$ cat src/rtl/fb_muldiv.sv
// fb_muldiv -- RV32M multiply/divide unit sitting beside the EX stage.
// Multiply is iterative shift-add on operand magnitudes, and divide is restoring
// division on magnitudes. Each runs one bit per cycle over 32 CALC cycles.
// Divide-by-zero and signed overflow finish straight from IDLE.
// Datapath width comes from the global define `FB_32BITS (default 32).
// Build option FB_MULDIV_FAST_MUL_EN: when defined, all multiplies are computed
// in a single combinational step and go IDLE -> DONE. Divide is unaffected.
`ifndef FB_32BITS
`define FB_32BITS 32
`endif

module fb_muldiv (
  input  logic                  clk,
  input  logic                  rst,
  input  logic                  md_start,
  input  logic                  md_flush,
  input  logic [2:0]            md_op,
  input  logic [`FB_32BITS-1:0] md_rs1,
  input  logic [`FB_32BITS-1:0] md_rs2,
  input  logic [4:0]            md_rd,
  output logic                  md_stall,
  output logic                  md_busy,
  output logic                  md_valid,
  output logic [`FB_32BITS-1:0] md_result,
  output logic [4:0]            md_wb_rd
);

  localparam int W = `FB_32BITS;
  localparam logic [5:0]   LAST_CNT = 6'(W - 1);
  localparam logic [W-1:0] ALL_ONES = {W{1'b1}};
  localparam logic [W-1:0] MIN_INT  = {1'b1, {(W-1){1'b0}}};

  typedef enum logic [1:0] { IDLE = 2'd0, CALC = 2'd1, DONE = 2'd2 } state_t;

  state_t         state_q, state_d;
  logic [5:0]     cnt_q, cnt_d;
  logic [2:0]     op_q, op_d;
  logic [4:0]     rd_q, rd_d;
  logic           neg_q, neg_d;
  logic [W-1:0]   b_q, b_d;
  logic [2*W-1:0] acc_q, acc_d;
  logic           busy_q, busy_d;
  logic           valid_q, valid_d;
  logic [W-1:0]   result_q, result_d;
  logic [4:0]     wb_rd_q, wb_rd_d;

  logic           s1_signed, s2_signed, rs1_neg, rs2_neg;
  logic           div_zero, div_ovf, neg_in;
  logic [W-1:0]   a_mag, b_mag, special_res;

  logic [W:0]     mul_sum, rem_sh;
  logic [W-1:0]   div_diff, div_val, calc_res;
  logic [2*W-1:0] mul_step, div_step, acc_step, prod;

  // Decode the incoming op: operand signedness, magnitudes, result sign, early-out cases.
  always_comb begin
    s1_signed = md_op[2] ? ~md_op[0] : ~(md_op[1] & md_op[0]);
    s2_signed = md_op[2] ? ~md_op[0] : ~md_op[1];
    rs1_neg   = s1_signed & md_rs1[W-1];
    rs2_neg   = s2_signed & md_rs2[W-1];
    a_mag     = rs1_neg ? ({W{1'b0}} - md_rs1) : md_rs1;
    b_mag     = rs2_neg ? ({W{1'b0}} - md_rs2) : md_rs2;
    // Remainder follows the dividend sign; everything else is the XOR of signs.
    neg_in    = (md_op[2] & md_op[1]) ? rs1_neg : (rs1_neg ^ rs2_neg);
    div_zero  = md_op[2] & (md_rs2 == {W{1'b0}});
    div_ovf   = md_op[2] & ~md_op[0] & (md_rs1 == MIN_INT) & (md_rs2 == ALL_ONES);
    if (md_op[1]) begin
      special_res = div_zero ? md_rs1 : {W{1'b0}};
    end else begin
      special_res = div_zero ? ALL_ONES : MIN_INT;
    end
  end

  // One shift-add or restoring-divide iteration on acc, plus the sign-corrected result.
  always_comb begin
    mul_sum  = {1'b0, acc_q[2*W-1:W]} + (acc_q[0] ? {1'b0, b_q} : {(W+1){1'b0}});
    mul_step = {mul_sum, acc_q[W-1:1]};
    rem_sh   = {acc_q[2*W-1:W], acc_q[W-1]};
    // Partial remainder stays below the divisor, so the W-bit difference is exact.
    div_diff = rem_sh[W-1:0] - b_q;
    if (rem_sh >= {1'b0, b_q}) begin
      div_step = {div_diff, acc_q[W-2:0], 1'b1};
    end else begin
      div_step = {acc_q[2*W-2:0], 1'b0};
    end
    acc_step = op_q[2] ? div_step : mul_step;
    prod     = neg_q ? ({(2*W){1'b0}} - acc_step) : acc_step;
    div_val  = op_q[1] ? acc_step[2*W-1:W] : acc_step[W-1:0];
    if (op_q[2]) begin
      calc_res = neg_q ? ({W{1'b0}} - div_val) : div_val;
    end else if (op_q[1:0] == 2'b00) begin
      calc_res = prod[W-1:0];
    end else begin
      calc_res = prod[2*W-1:W];
    end
  end

`ifdef FB_MULDIV_FAST_MUL_EN
  logic [2*W-1:0] fast_mag, fast_prod;
  logic [W-1:0]   fast_res;

  // Single-step multiply of the incoming operands.
  always_comb begin
    fast_mag  = {{W{1'b0}}, a_mag} * {{W{1'b0}}, b_mag};
    fast_prod = neg_in ? ({(2*W){1'b0}} - fast_mag) : fast_mag;
    if (md_op[1:0] == 2'b00) begin
      fast_res = fast_prod[W-1:0];
    end else begin
      fast_res = fast_prod[2*W-1:W];
    end
  end
`endif

  // Next-state logic: acceptance, iteration, early completion and flush.
  always_comb begin
    state_d  = state_q;
    cnt_d    = cnt_q;
    op_d     = op_q;
    rd_d     = rd_q;
    neg_d    = neg_q;
    b_d      = b_q;
    acc_d    = acc_q;
    busy_d   = 1'b0;
    valid_d  = 1'b0;
    result_d = result_q;
    wb_rd_d  = wb_rd_q;
    case (state_q)
      IDLE: begin
        if (md_start & ~md_flush) begin
          op_d  = md_op;
          rd_d  = md_rd;
          neg_d = neg_in;
          b_d   = b_mag;
          acc_d = {{W{1'b0}}, a_mag};
          cnt_d = 6'd0;
          if (div_zero | div_ovf) begin
            state_d  = DONE;
            valid_d  = 1'b1;
            result_d = special_res;
            wb_rd_d  = md_rd;
          end
`ifdef FB_MULDIV_FAST_MUL_EN
          else if (~md_op[2]) begin
            state_d  = DONE;
            valid_d  = 1'b1;
            result_d = fast_res;
            wb_rd_d  = md_rd;
          end
`endif
          else begin
            state_d = CALC;
            busy_d  = 1'b1;
          end
        end else begin
          state_d = IDLE;
        end
      end
      CALC: begin
        if (md_flush) begin
          state_d = IDLE;
          cnt_d   = 6'd0;
        end else begin
          acc_d = acc_step;
          if (cnt_q == LAST_CNT) begin
            state_d  = DONE;
            cnt_d    = 6'd0;
            valid_d  = 1'b1;
            result_d = calc_res;
            wb_rd_d  = rd_q;
          end else begin
            cnt_d  = cnt_q + 6'd1;
            busy_d = 1'b1;
          end
        end
      end
      DONE: begin
        state_d = IDLE;
      end
      default: begin
        state_d = IDLE;
      end
    endcase
  end

  // State and datapath registers, cleared immediately by reset.
  always_ff @(posedge clk or posedge rst) begin
    if (rst) begin
      state_q  <= IDLE;
      cnt_q    <= 6'd0;
      op_q     <= 3'd0;
      rd_q     <= 5'd0;
      neg_q    <= 1'b0;
      b_q      <= {W{1'b0}};
      acc_q    <= {(2*W){1'b0}};
      busy_q   <= 1'b0;
      valid_q  <= 1'b0;
      result_q <= {W{1'b0}};
      wb_rd_q  <= 5'd0;
    end else begin
      state_q  <= state_d;
      cnt_q    <= cnt_d;
      op_q     <= op_d;
      rd_q     <= rd_d;
      neg_q    <= neg_d;
      b_q      <= b_d;
      acc_q    <= acc_d;
      busy_q   <= busy_d;
      valid_q  <= valid_d;
      result_q <= result_d;
      wb_rd_q  <= wb_rd_d;
    end
  end

  assign md_stall  = (state_q == CALC) | ((state_q == IDLE) & md_start & ~md_flush);
  assign md_busy   = busy_q;
  assign md_valid  = valid_q;
  assign md_result = result_q;
  assign md_wb_rd  = wb_rd_q;

endmodule
$ cat config.mk
export PLATFORM = sky130hd
export DESIGN_NAME = fb_muldiv
export DESIGN_NICKNAME = d
export VERILOG_FILES = /design/src/rtl/fb_muldiv.sv
export SDC_FILE = /design/constraint.sdc
export NUM_CORES = 1
export LEC_CHECK = 0
export ABC_AREA = 0
export BUFFER_PORTS_ARGS = -buffer_cell sky130_fd_sc_hd__buf_4
export CORE_MARGIN = 2
export CORE_UTILIZATION = 53
export CTS_CLUSTER_DIAMETER = 30
export CTS_CLUSTER_SIZE = 12
export DETAILED_ROUTE_END_ITERATION = 10
export PLACE_DENSITY = 0.82
export SLEW_MARGIN = 15
export SYNTH_ARGS = -nofsm -noshare
export SYNTH_HDL_FRONTEND = slang
export SYNTH_SLANG_ARGS = --single-unit
export TNS_END_PERCENT = 100
$ cat constraint.sdc
create_clock -name clk -period 6.61 [get_ports clk]
set_clock_uncertainty 0.2 [all_clocks]
set_input_delay 0.661 -clock clk [delete_from_list [all_inputs] [get_ports clk]]
set_output_delay 0.661 -clock clk [all_outputs]
set_load 0.02 [all_outputs]
; ---- Word level (Yosys, flattened, before mapping)
; Index checks and enable logic that the tools add are counted.
[totals]
word_cells = 102
regBits = 152
[classes]
order_cmp = 1
muxes = 48
addsub = 7
n_eq_ne = 9
reduce_logical = 8
n_bitwise = 18
[op_table]
columns = cell, n
row1 = two-way mux 32 bit, 13
row2 = two-way mux 64 bit, 5
row3 = case mux 64 bit (2 select lines), 1
row4 = "subtractor 1 x 32 -> 32 bit, first input constant", 3
row5 = "equality test 32 bit, second input constant", 2
row6 = case mux 32 bit (2 select lines), 1
row7 = "subtractor 1 x 64 -> 64 bit, first input constant", 1
row8 = adder 32 x 32 -> 33 bit, 1
row9 = greater-or-equal comparator 33 x 32 -> 1 bit, 1
row10 = logical NOT 32 bit, 1
row11 = subtractor 32 bit, 1
row12 = two-way mux 31 bit, 1
row13 = two-way mux 5 bit, 4
row14 = two-way mux 6 bit, 3
row15 = case mux 6 bit (2 select lines), 1
row16 = bitwise AND 1 bit, 11
row17 = two-way mux 1 bit, 11
row18 = case mux 5 bit (2 select lines), 1
row19 = two-way mux 2 bit, 4
row20 = "!= test 2 bit, second input constant", 4
row21 = "adder 6 x 1 -> 6 bit, second input constant", 1
row22 = "equality test 6 x 5 -> 1 bit, second input constant", 1
row23 = AND reduction 5 bit, 1
row24 = logical NOT 2 bit, 2
row25 = other kinds (10), 16

; ---- Longest topological paths before layout
; Gate-level depths: netlist of run 1.
[depth]
ltp_word = 10
mapped_depth = 24
mapped_depth_nobuf = 21

; ---- Least setup slack after synthesis of run 1
; OpenSTA, ideal clock, no wires.
[synth_timing]
kind = flip-flop to flip-flop
start = register op_q[2]
end = register result_q[10] (netlist: md_result[10])
required_time_ns = 6.269
synth_period_minus_slack_ns = 5.842
arrival_ns = 5.501
setup_ns = 0.141
stages_incl_launch_ff = 24
path_slack_ns = 0.768
path_cell_list = dfrtp_1 -> clkbuf_1 -> buf_2 -> buf_2 -> buf_2 -> buf_1 -> clkbuf_1 -> buf_2 -> buf_1 -> clkbuf_1 -> nand2_1 -> o21ai_0 -> ha_1 -> o211ai_1 -> nor2_1 -> nand3_1 -> or3_1 -> or4_1 -> nand2b_1 -> nor4b_1 -> mux2i_1 -> a21oi_1 -> o221ai_1 -> a31oi_1
[synth_between]
elab_chain_len = 8
elab_cells_between_ends = 11
cone_classes = add/sub: 2 / mux: 9
[synth_rtl]
columns = element, line
row1 = from (decl), 37  ; logic [2:0] op_q, op_d;
row2 = from (signal assigned), 202  ; op_q <= op_d;
row3 = two-way mux 64 bit, 86  ; acc_step = op_q[2] ? div_step : mul_step;
row4 = subtractor 1 x 64 -> 64 bit / two-way mux 32 bit (equally long branches), "87, 88"
row5 = two-way mux 64 bit / subtractor 1 x 32 -> 32 bit (equally long branches), "87, 90"
row6 = "two-way mux 32 bit, on equally long branches", "91, 90"
row7 = two-way mux 32 bit *, 89  ; if (op_q[2]) begin
row8 = two-way mux 32 bit *, 164  ; if (cnt_q == LAST_CNT) begin
row9 = two-way mux 32 bit *, 159  ; if (md_flush) begin
row10 = case mux 32 bit (2 select lines) *, 127  ; case (state_q)
row11 = to (signal assigned), 197  ; result_q <= {W{1'b0}};
row12 = to (signal assigned), 209  ; result_q <= result_d;
row13 = to (decl), 44  ; logic [W-1:0] result_q, result_d;
; Mark *: on every way between the ends. The rest lies on a longest branch, timed or not. The select of a mux whose other input is x is not followed.
; A chain may end at the register's enable or synchronous reset.

; ---- Worst setup path after layout of run 1
[layout_timing]
start = register acc_q[49]
end = register result_q[10] (netlist: md_result[10])
[layout_between]
elab_chain_len = 10
elab_cells_between_ends = 13
cone_classes = add/sub: 2 / order compare: 1 / mux: 10
[layout_rtl]
columns = element, line
row1 = from (decl), 41  ; logic [2*W-1:0] acc_q, acc_d;
row2 = from (signal assigned), 194  ; acc_q <= {(2*W){1'b0}};
row3 = greater-or-equal comparator 33 x 32 -> 1 bit *, 81  ; if (rem_sh >= {1'b0, b_q}) begin
row4 = two-way mux 64 bit *, 81
row5 = two-way mux 64 bit *, 86
row6 = subtractor 1 x 64 -> 64 bit / two-way mux 32 bit (equally long branches), "87, 88"
row7 = two-way mux 64 bit / subtractor 1 x 32 -> 32 bit (equally long branches), "87, 90"
row8 = "two-way mux 32 bit, on equally long branches", "91, 90"
row9 = two-way mux 32 bit *, 89
row10 = two-way mux 32 bit *, 164
row11 = two-way mux 32 bit *, 159
row12 = case mux 32 bit (2 select lines) *, 127
; Marks and branches as above.

==> results.json, run 1 <==
{
  "outcome": "completed",
  "nets": 2478,
  "die_w_microns": 182,
  "r2r_setup_slack_ns": 0.43,
  "clock_insertion_delay_worst_skew_ns": 0.47,
  "ff2ff_path_depth": 20,
  "power_density_nw_per_um2": 453,
  "wirelength_microns": 67700,
  "final_layout_size_suffix_gt1_share_pct": 11.6,
  "die_y_microns": 182,
  "grt_first_pass_wirelength_microns": 104000,
  "async_flop_share_pct": 100,
  "cts_setup_buffers": 0,
  "worst_ep_arrival_time_ns": 6.29,
  "hold_startpoint": "md_rd[3]",
  "hold_class": "primary input to register",
  "overall_overflow_remaining_after_global_route": 0,
  "floorplan.die_area_sq_um": 33000,
  "start_util_pct": 53.5,
  "maxCapViolations": 0,
  "final_cells": 2745,
  "rows": 65,
  "ys.warnings.count": 0,
  "rsz0062_at_grt": "false",
  "globalRouteTotalUtil_pct": 40.6,
  "netlist-cell-type-count": 94,
  "wl_per_cell_microns": 24.7,
  "place_congestion": 1.04,
  "finish.utilization_pct": 59.3,
  "synth_flop_cell": "sky130_fd_sc_hd__dfrtp_1",
  "cts_repair_resize_count": 0,
  "drt_iter0_markers": 2275,
  "syn-cell-area_sq_um": 16700,
  "post_synthesis_sequential_area_ratio_pct": 22.7,
  "worst-slew-pin-transition_ns": 1.11,
  "cts-root-to-sink-buffers": 2,
  "post_synth_inst_count": 2290,
  "power.static_leakage_nw": 7.78,
  "nature_of_the_critical_path_endpoint": "register",
  "post-route-period-util_pct": 93.4,
  "cts_tree": "done",
  "peak_fanout_along_the_critical_path": 13,
  "dr_total_vias": 19000,
  "hpwl_microns": 51100,
  "syn2layout_area_growth_pct": 10.9,
  "cts_max_level": 4,
  "floorplan.io_pins": 116,
  "antennaDiodeCount": 0,
  "power.switching_fraction_pct": 55.2,
  "postSynthNetCount": 2438,
  "detail_route.drc_violations": 0,
  "dr_vias_cell": 6.93,
  "drv_slew": 0,
  "dp.cells": 2712,
  "r2r_end": "md_result[10]",
  "ys_ff_latch": 152,
  "seq_power_share_pct": 17.3,
  "max_slew_headroom_pct": 25.2,
  "number_of_filler_instances_in_the_final_layout": 2870,
  "clock_power_share_pct": 12.7,
  "mostFrequentLayoutCells": "282 x sky130_fd_sc_hd__nand2_1, 235 x sky130_fd_sc_hd__o21ai_0, 199 x sky130_fd_sc_hd__nor2_1, 178 x sky130_fd_sc_hd__a21oi_1, 156 x sky130_fd_sc_hd__buf_4",
  "pin_count_of_the_biggest_net_entering_global_routing": 104,
  "hold_ws_ns": 0.195,
  "min_to": "rd_q[3]",
  "core_area_sq_um": 31300,
  "path_clk_slew_ns": 0.07,
  "setup_tns_ns": 0,
  "p_comb_share_pct": 70.0,
  "whs_path_depth": 3,
  "postRouteAntennaNets": 0,
  "final_period_minus_worst_setup_slack_ns": 6.18,
  "timing_worst_setup_path_type": "register to register",
  "power_mw": 8.41,
  "mostFrequentLayoutCell": "sky130_fd_sc_hd__nand2_1",
  "synth.area.top_cells": "sky130_fd_sc_hd__dfrtp_1 23%, sky130_fd_sc_hd__o21ai_0 7.0%, sky130_fd_sc_hd__nand2_1 6.3%",
  "clock_sinks": 152,
  "irDropWorstVdd_mv": 0.280,
  "first_global_vias": 17700,
  "setup.worst_path.start_class": "register",
  "crit-reg2reg-launch": "acc_q[49]",
  "share_of_the_synthesized_area_in_the_top_cell_type_pct": 22.7,
  "portBuffers": 115,
  "cts_made_buffers": 17,
  "antenna_found_initial": 0,
  "count_of_flip_flops_with_a_built_in_enable_after_synthesis": 0,
  "power_report.internal_total_mw": 3.77,
  "detail_route.first_pass.iterations": 6,
  "timing.final.setup_violations": 0,
  "synth_top_area_cell": "sky130_fd_sc_hd__dfrtp_1",
  "net-switching-power_mw": 4.64,
  "syn-mean-instance-area_sq_um": 7.31,
  "cp_data_required_time_ns": 6.72,
  "clk_root_buf": "sky130_fd_sc_hd__clkbuf_16",
  "finalHoldViolations": 0,
  "cts_hold_buffers": 0,
  "timing.fmax_mhz": 162
}
==> cells by family (layout without fill, tap and decap cells) <==
group	Yosys count	count (layout)	share of synthesized area (%)
and+or+nand+nor	869	869	25.2
AOI/OAI and AO/OA	783	783	30.3
buffers and inverters	204	257	4.76
xor gates and xnor gates	156	156	8.16
DFF	152	152	22.7
adders and majority gates	72	72	5.47
muxes	54	54	3.41
==> stage by stage <==
| stage | worst slack, ns | area [sq um] |
|---|---|---|
| global route | 0.0424 | 18600 |
| floorplan | 0.768 | 16700 |
| CTS | 0.579 | 18500 |
| global placement | 0.780 | 17900 |
| detailed placement | 0.605 | 17900 |
| finish | 0.434 | 18600 |
==> power groups by stage <==
stage                     registers (mW)  logic (mW)  clock network (mW)
final                               1.45        5.89                1.07
after global placement              1.44        5.64                   0
after floorplan                     1.31        4.04                   0
after CTS                           1.44        5.69                1.07
after global routing                1.47        6.28                1.10
after detailed placement            1.45        5.65                   0
==> final cells by class <==
cell class,instances,area (sq um),area share (%)
multi-input cells,1934,12200,65.6
repair buffers,158,1210,6.53
flip-flops and latches,152,3810,20.5
clock buffers,19,443,2.39
clock inverters,13,156,0.843
well taps,402,503,2.71
inverters,67,256,1.38
==> worst max path at each step <==
stage	slack (ns)	startpoint	endpoint	cells after the start
global route	0.04	acc_q[49]	md_result[10]	20
global placement	0.78	acc_q[33]	md_result[27]	14
CTS	0.58	acc_q[49]	md_result[10]	20
floorplan	0.77	op_q[2]	md_result[10]	23
detailed placement	0.61	acc_q[49]	md_result[10]	20
finish	0.43	acc_q[49]	md_result[10]	20
==> sequential cells by signal, indices dropped and copies added (netlist names) <==
| signal | flops |
|---|---|
| acc_q | 64 |
| state_q | 2 |
| md_result | 32 |
| md_busy | 1 |
| md_wb_rd | 5 |
| cnt_q | 6 |
| b_q | 32 |
| neg_q | 1 |
| rd_q | 5 |
| md_valid | 1 |
| op_q | 3 |
==> per-layer routing <==
metal	vias up	wire (microns)	GRT usage, %
met5	-	0	0
met4	0	2720	15.8
met3	198	7220	9.19
met2	1169	30700	64.2
met1	9139	27100	53.9
li1	8527	-	-
==> cell usage after synthesis (26+ instances only) <==
cell type	count
sky130_fd_sc_hd__xnor2_1	96
sky130_fd_sc_hd__xor2_1	60
sky130_fd_sc_hd__o211ai_1	28
sky130_fd_sc_hd__o21ai_0	235
sky130_fd_sc_hd__o31ai_1	47
sky130_fd_sc_hd__a21oi_1	178
sky130_fd_sc_hd__inv_1	66
sky130_fd_sc_hd__nand4_1	29
sky130_fd_sc_hd__nand2_1	282
sky130_fd_sc_hd__nand3_1	58
sky130_fd_sc_hd__a21o_1	26
sky130_fd_sc_hd__mux2i_1	30
sky130_fd_sc_hd__ha_1	70
sky130_fd_sc_hd__dfrtp_1	152
sky130_fd_sc_hd__clkbuf_1	109
sky130_fd_sc_hd__a31oi_1	42
sky130_fd_sc_hd__and2_1	55
sky130_fd_sc_hd__nor3_1	74
sky130_fd_sc_hd__nor2_1	202
sky130_fd_sc_hd__a22o_1	26
==> critical path, stage by stage (launching register included) <==
cell                       delay, ns
sky130_fd_sc_hd__dfrtp_1        0.43
sky130_fd_sc_hd__ha_1           0.45
sky130_fd_sc_hd__a21o_1         0.28
sky130_fd_sc_hd__a31oi_1        0.41
sky130_fd_sc_hd__o311a_1        0.23
sky130_fd_sc_hd__nand3b_1       0.21
sky130_fd_sc_hd__nor2_2         0.25
sky130_fd_sc_hd__nand2_1        0.07
sky130_fd_sc_hd__o21ai_0        0.15
sky130_fd_sc_hd__ha_1           0.28
sky130_fd_sc_hd__o211ai_1       0.15
sky130_fd_sc_hd__nor2_1         0.28
sky130_fd_sc_hd__nand3_1        0.27
sky130_fd_sc_hd__or3_1          0.47
sky130_fd_sc_hd__or4_1          0.49
sky130_fd_sc_hd__nand2b_1       0.31
sky130_fd_sc_hd__nor4b_1        0.43
sky130_fd_sc_hd__mux2i_1        0.23
sky130_fd_sc_hd__a21oi_1        0.08
sky130_fd_sc_hd__o221ai_1       0.23
sky130_fd_sc_hd__a31oi_1        0.10
Note: power is estimated with default switching activity, not from simulation.
==> inputs of run 2 (changes only) <==
==> constraint.sdc (replaced) <==
create_clock -name clk -period 7.3 [get_ports clk]
set_clock_uncertainty 0.2 [all_clocks]
set_input_delay 0.73 -clock clk [delete_from_list [all_inputs] [get_ports clk]]
set_output_delay 0.73 -clock clk [all_outputs]
set_load 0.02 [all_outputs]
==> run 2 against run 1 <==
Compared with the run above: die area stayed put; design area decreased by 0.10%; count of clock-buffer cells in the layout up 3; utilization shrank 0.060 points; worst setup slack improved by 0.79 ns; sequential power fell by 10%; worst hold slack got worse by 0.013 ns; largest power group unchanged.
==> results.json, run 2 (synthesis results as in run 1) <==
{
  "power_density_nw_per_um2": 414,
  "cp_data_required_time_ns": 7.43,
  "mostFrequentLayoutCells": "282 x sky130_fd_sc_hd__nand2_1, 235 x sky130_fd_sc_hd__o21ai_0, 199 x sky130_fd_sc_hd__nor2_1, 178 x sky130_fd_sc_hd__a21oi_1, 151 x sky130_fd_sc_hd__buf_4",
  "floorplan.io_pins": 116,
  "first_global_vias": 17600,
  "preCtsSetupSlack_ns": 1.41,
  "timing_worst_setup_path_type": "register to register",
  "antenna_found_initial": 3,
  "irDropWorstVdd_mv": 0.209,
  "finalHoldViolations": 0,
  "dr_vias_cell": 6.97,
  "cts_setup_buffers": 0,
  "place_congestion": 1.04,
  "peak_fanout_along_the_critical_path": 15,
  "timing.final.setup_violations": 0,
  "maxCapViolations": 0,
  "rsz0062_at_grt": "false",
  "worst-slew-pin-transition_ns": 1.15,
  "finish.utilization_pct": 59.2,
  "dp.cells": 2706,
  "detail_route.first_pass.iterations": 6,
  "drv_slew": 0,
  "overall_overflow_remaining_after_global_route": 0,
  "cts_tree": "done",
  "outcome": "completed",
  "hold_ws_ns": 0.181,
  "die_y_microns": 182,
  "core_area_sq_um": 31300,
  "placed_area_sq_um": 17900,
  "dr_total_vias": 19100,
  "clock_insertion_delay_worst_skew_ns": 0.46,
  "r2r_setup_slack_ns": 1.23,
  "ff2ff_path_depth": 21,
  "cts_made_buffers": 17,
  "die_w_microns": 182,
  "syn2layout_area_growth_pct": 10.8,
  "power_mw": 7.67,
  "detail_route.drc_violations": 0,
  "rows": 65,
  "grt_first_pass_wirelength_microns": 103000,
  "floorplan.die_area_sq_um": 33000,
  "wirelength_microns": 67400,
  "cts_max_level": 4,
  "antennaDiodeCount": 0,
  "crit-reg2reg-launch": "acc_q[49]",
  "postRouteAntennaNets": 0,
  "power.static_leakage_nw": 7.75,
  "cts_hold_buffers": 0,
  "timing.fmax_mhz": 165,
  "final_layout_size_suffix_gt1_share_pct": 11.3,
  "nets": 2472,
  "cts-root-to-sink-buffers": 2,
  "final_period_minus_worst_setup_slack_ns": 6.07,
  "clk_root_buf": "sky130_fd_sc_hd__clkbuf_16",
  "cts_repair_resize_count": 0,
  "setup_tns_ns": 0,
  "max_flop_register": "acc_q",
  "hpwl_microns": 50700,
  "portBuffers": 115,
  "drt_iter0_markers": 2556,
  "largest_register_ffs": 64,
  "path_clk_slew_ns": 0.07,
  "r2r_end": "md_result[10]",
  "start_util_pct": 53.5,
  "worst_ep_arrival_time_ns": 6.20,
  "setup.worst_path.start_class": "register",
  "nature_of_the_critical_path_endpoint": "register",
  "final_cells": 2739,
  "wl_per_cell_microns": 24.6,
  "max_slew_headroom_pct": 21.1,
  "clock_sinks": 152,
  "mostFrequentLayoutCell": "sky130_fd_sc_hd__nand2_1",
  "pin_count_of_the_biggest_net_entering_global_routing": 84,
  "hold_class": "primary input to async pin",
  "globalRouteTotalUtil_pct": 40.3,
  "post-route-period-util_pct": 83.2,
  "design_area_sq_um": 18500,
  "final_critical_path_setup_slack_ns": 1.23
}
run 2: how the worst max path moves through the flow:
stage	startpoint	to	slack (ns)	cells after the start
after floorplan	op_q[2]	md_result[10]	1.46	23
after global placement	acc_q[49]	md_result[10]	1.60	21
after detailed placement	acc_q[49]	md_result[10]	1.41	21
after CTS	acc_q[49]	md_result[10]	1.38	21
after global routing	acc_q[49]	md_result[10]	0.86	21
final	acc_q[49]	md_result[10]	1.23	21
run 2: power by group:
| part | leakage, nW | internal (mW) | total (mW) | switching [mW] |
|---|---|---|---|---|
| clock | 0.293 | 0.592 | 1.00 | 0.409 |
| sequential | 1.99 | 1.03 | 1.30 | 0.279 |
| combinational | 5.47 | 1.86 | 5.37 | 3.51 |
| total | 7.75 | 3.48 | 7.67 | 4.19 |
run 2: per-layer routing:
layer | wire, microns | vias up | share of wire [%] | GRT usage, %
met5 | 41 | - | 0.061 | 0
met4 | 3290 | 6 | 4.9 | 18.5
met3 | 7270 | 237 | 11 | 9.05
met2 | 29700 | 1304 | 44 | 62.9
met1 | 27200 | 9018 | 40 | 53.3
li1 | - | 8518 | - | -
run 2: critical path, stage by stage (launching register included):
cell	delay, ns
sky130_fd_sc_hd__dfrtp_1	0.43
sky130_fd_sc_hd__ha_1	0.46
sky130_fd_sc_hd__a21o_1	0.28
sky130_fd_sc_hd__a31oi_1	0.41
sky130_fd_sc_hd__o311a_1	0.23
sky130_fd_sc_hd__nand3b_1	0.09
sky130_fd_sc_hd__buf_4	0.21
sky130_fd_sc_hd__nor2_2	0.12
sky130_fd_sc_hd__nand2_1	0.06
sky130_fd_sc_hd__o21ai_0	0.16
sky130_fd_sc_hd__ha_1	0.30
sky130_fd_sc_hd__o211ai_1	0.15
sky130_fd_sc_hd__nor2_1	0.29
sky130_fd_sc_hd__nand3_1	0.25
sky130_fd_sc_hd__or3_1	0.47
sky130_fd_sc_hd__or4_1	0.51
sky130_fd_sc_hd__nand2b_1	0.28
sky130_fd_sc_hd__nor4b_1	0.38
sky130_fd_sc_hd__mux2i_1	0.24
sky130_fd_sc_hd__a21oi_1	0.08
sky130_fd_sc_hd__o221ai_1	0.22
sky130_fd_sc_hd__a31oi_1	0.11
run 2: area by class of cell:
type | instances | area, sq um
Timing Repair Buffer | 152 | 1150
Inverter | 67 | 256
Clock inverter | 10 | 168
Multi-Input combinational cell | 1934 | 12200
Sequential cell | 152 | 3810
Fill cell | 2908 | 12800
Tap cell | 402 | 503
Clock buffer | 22 | 464
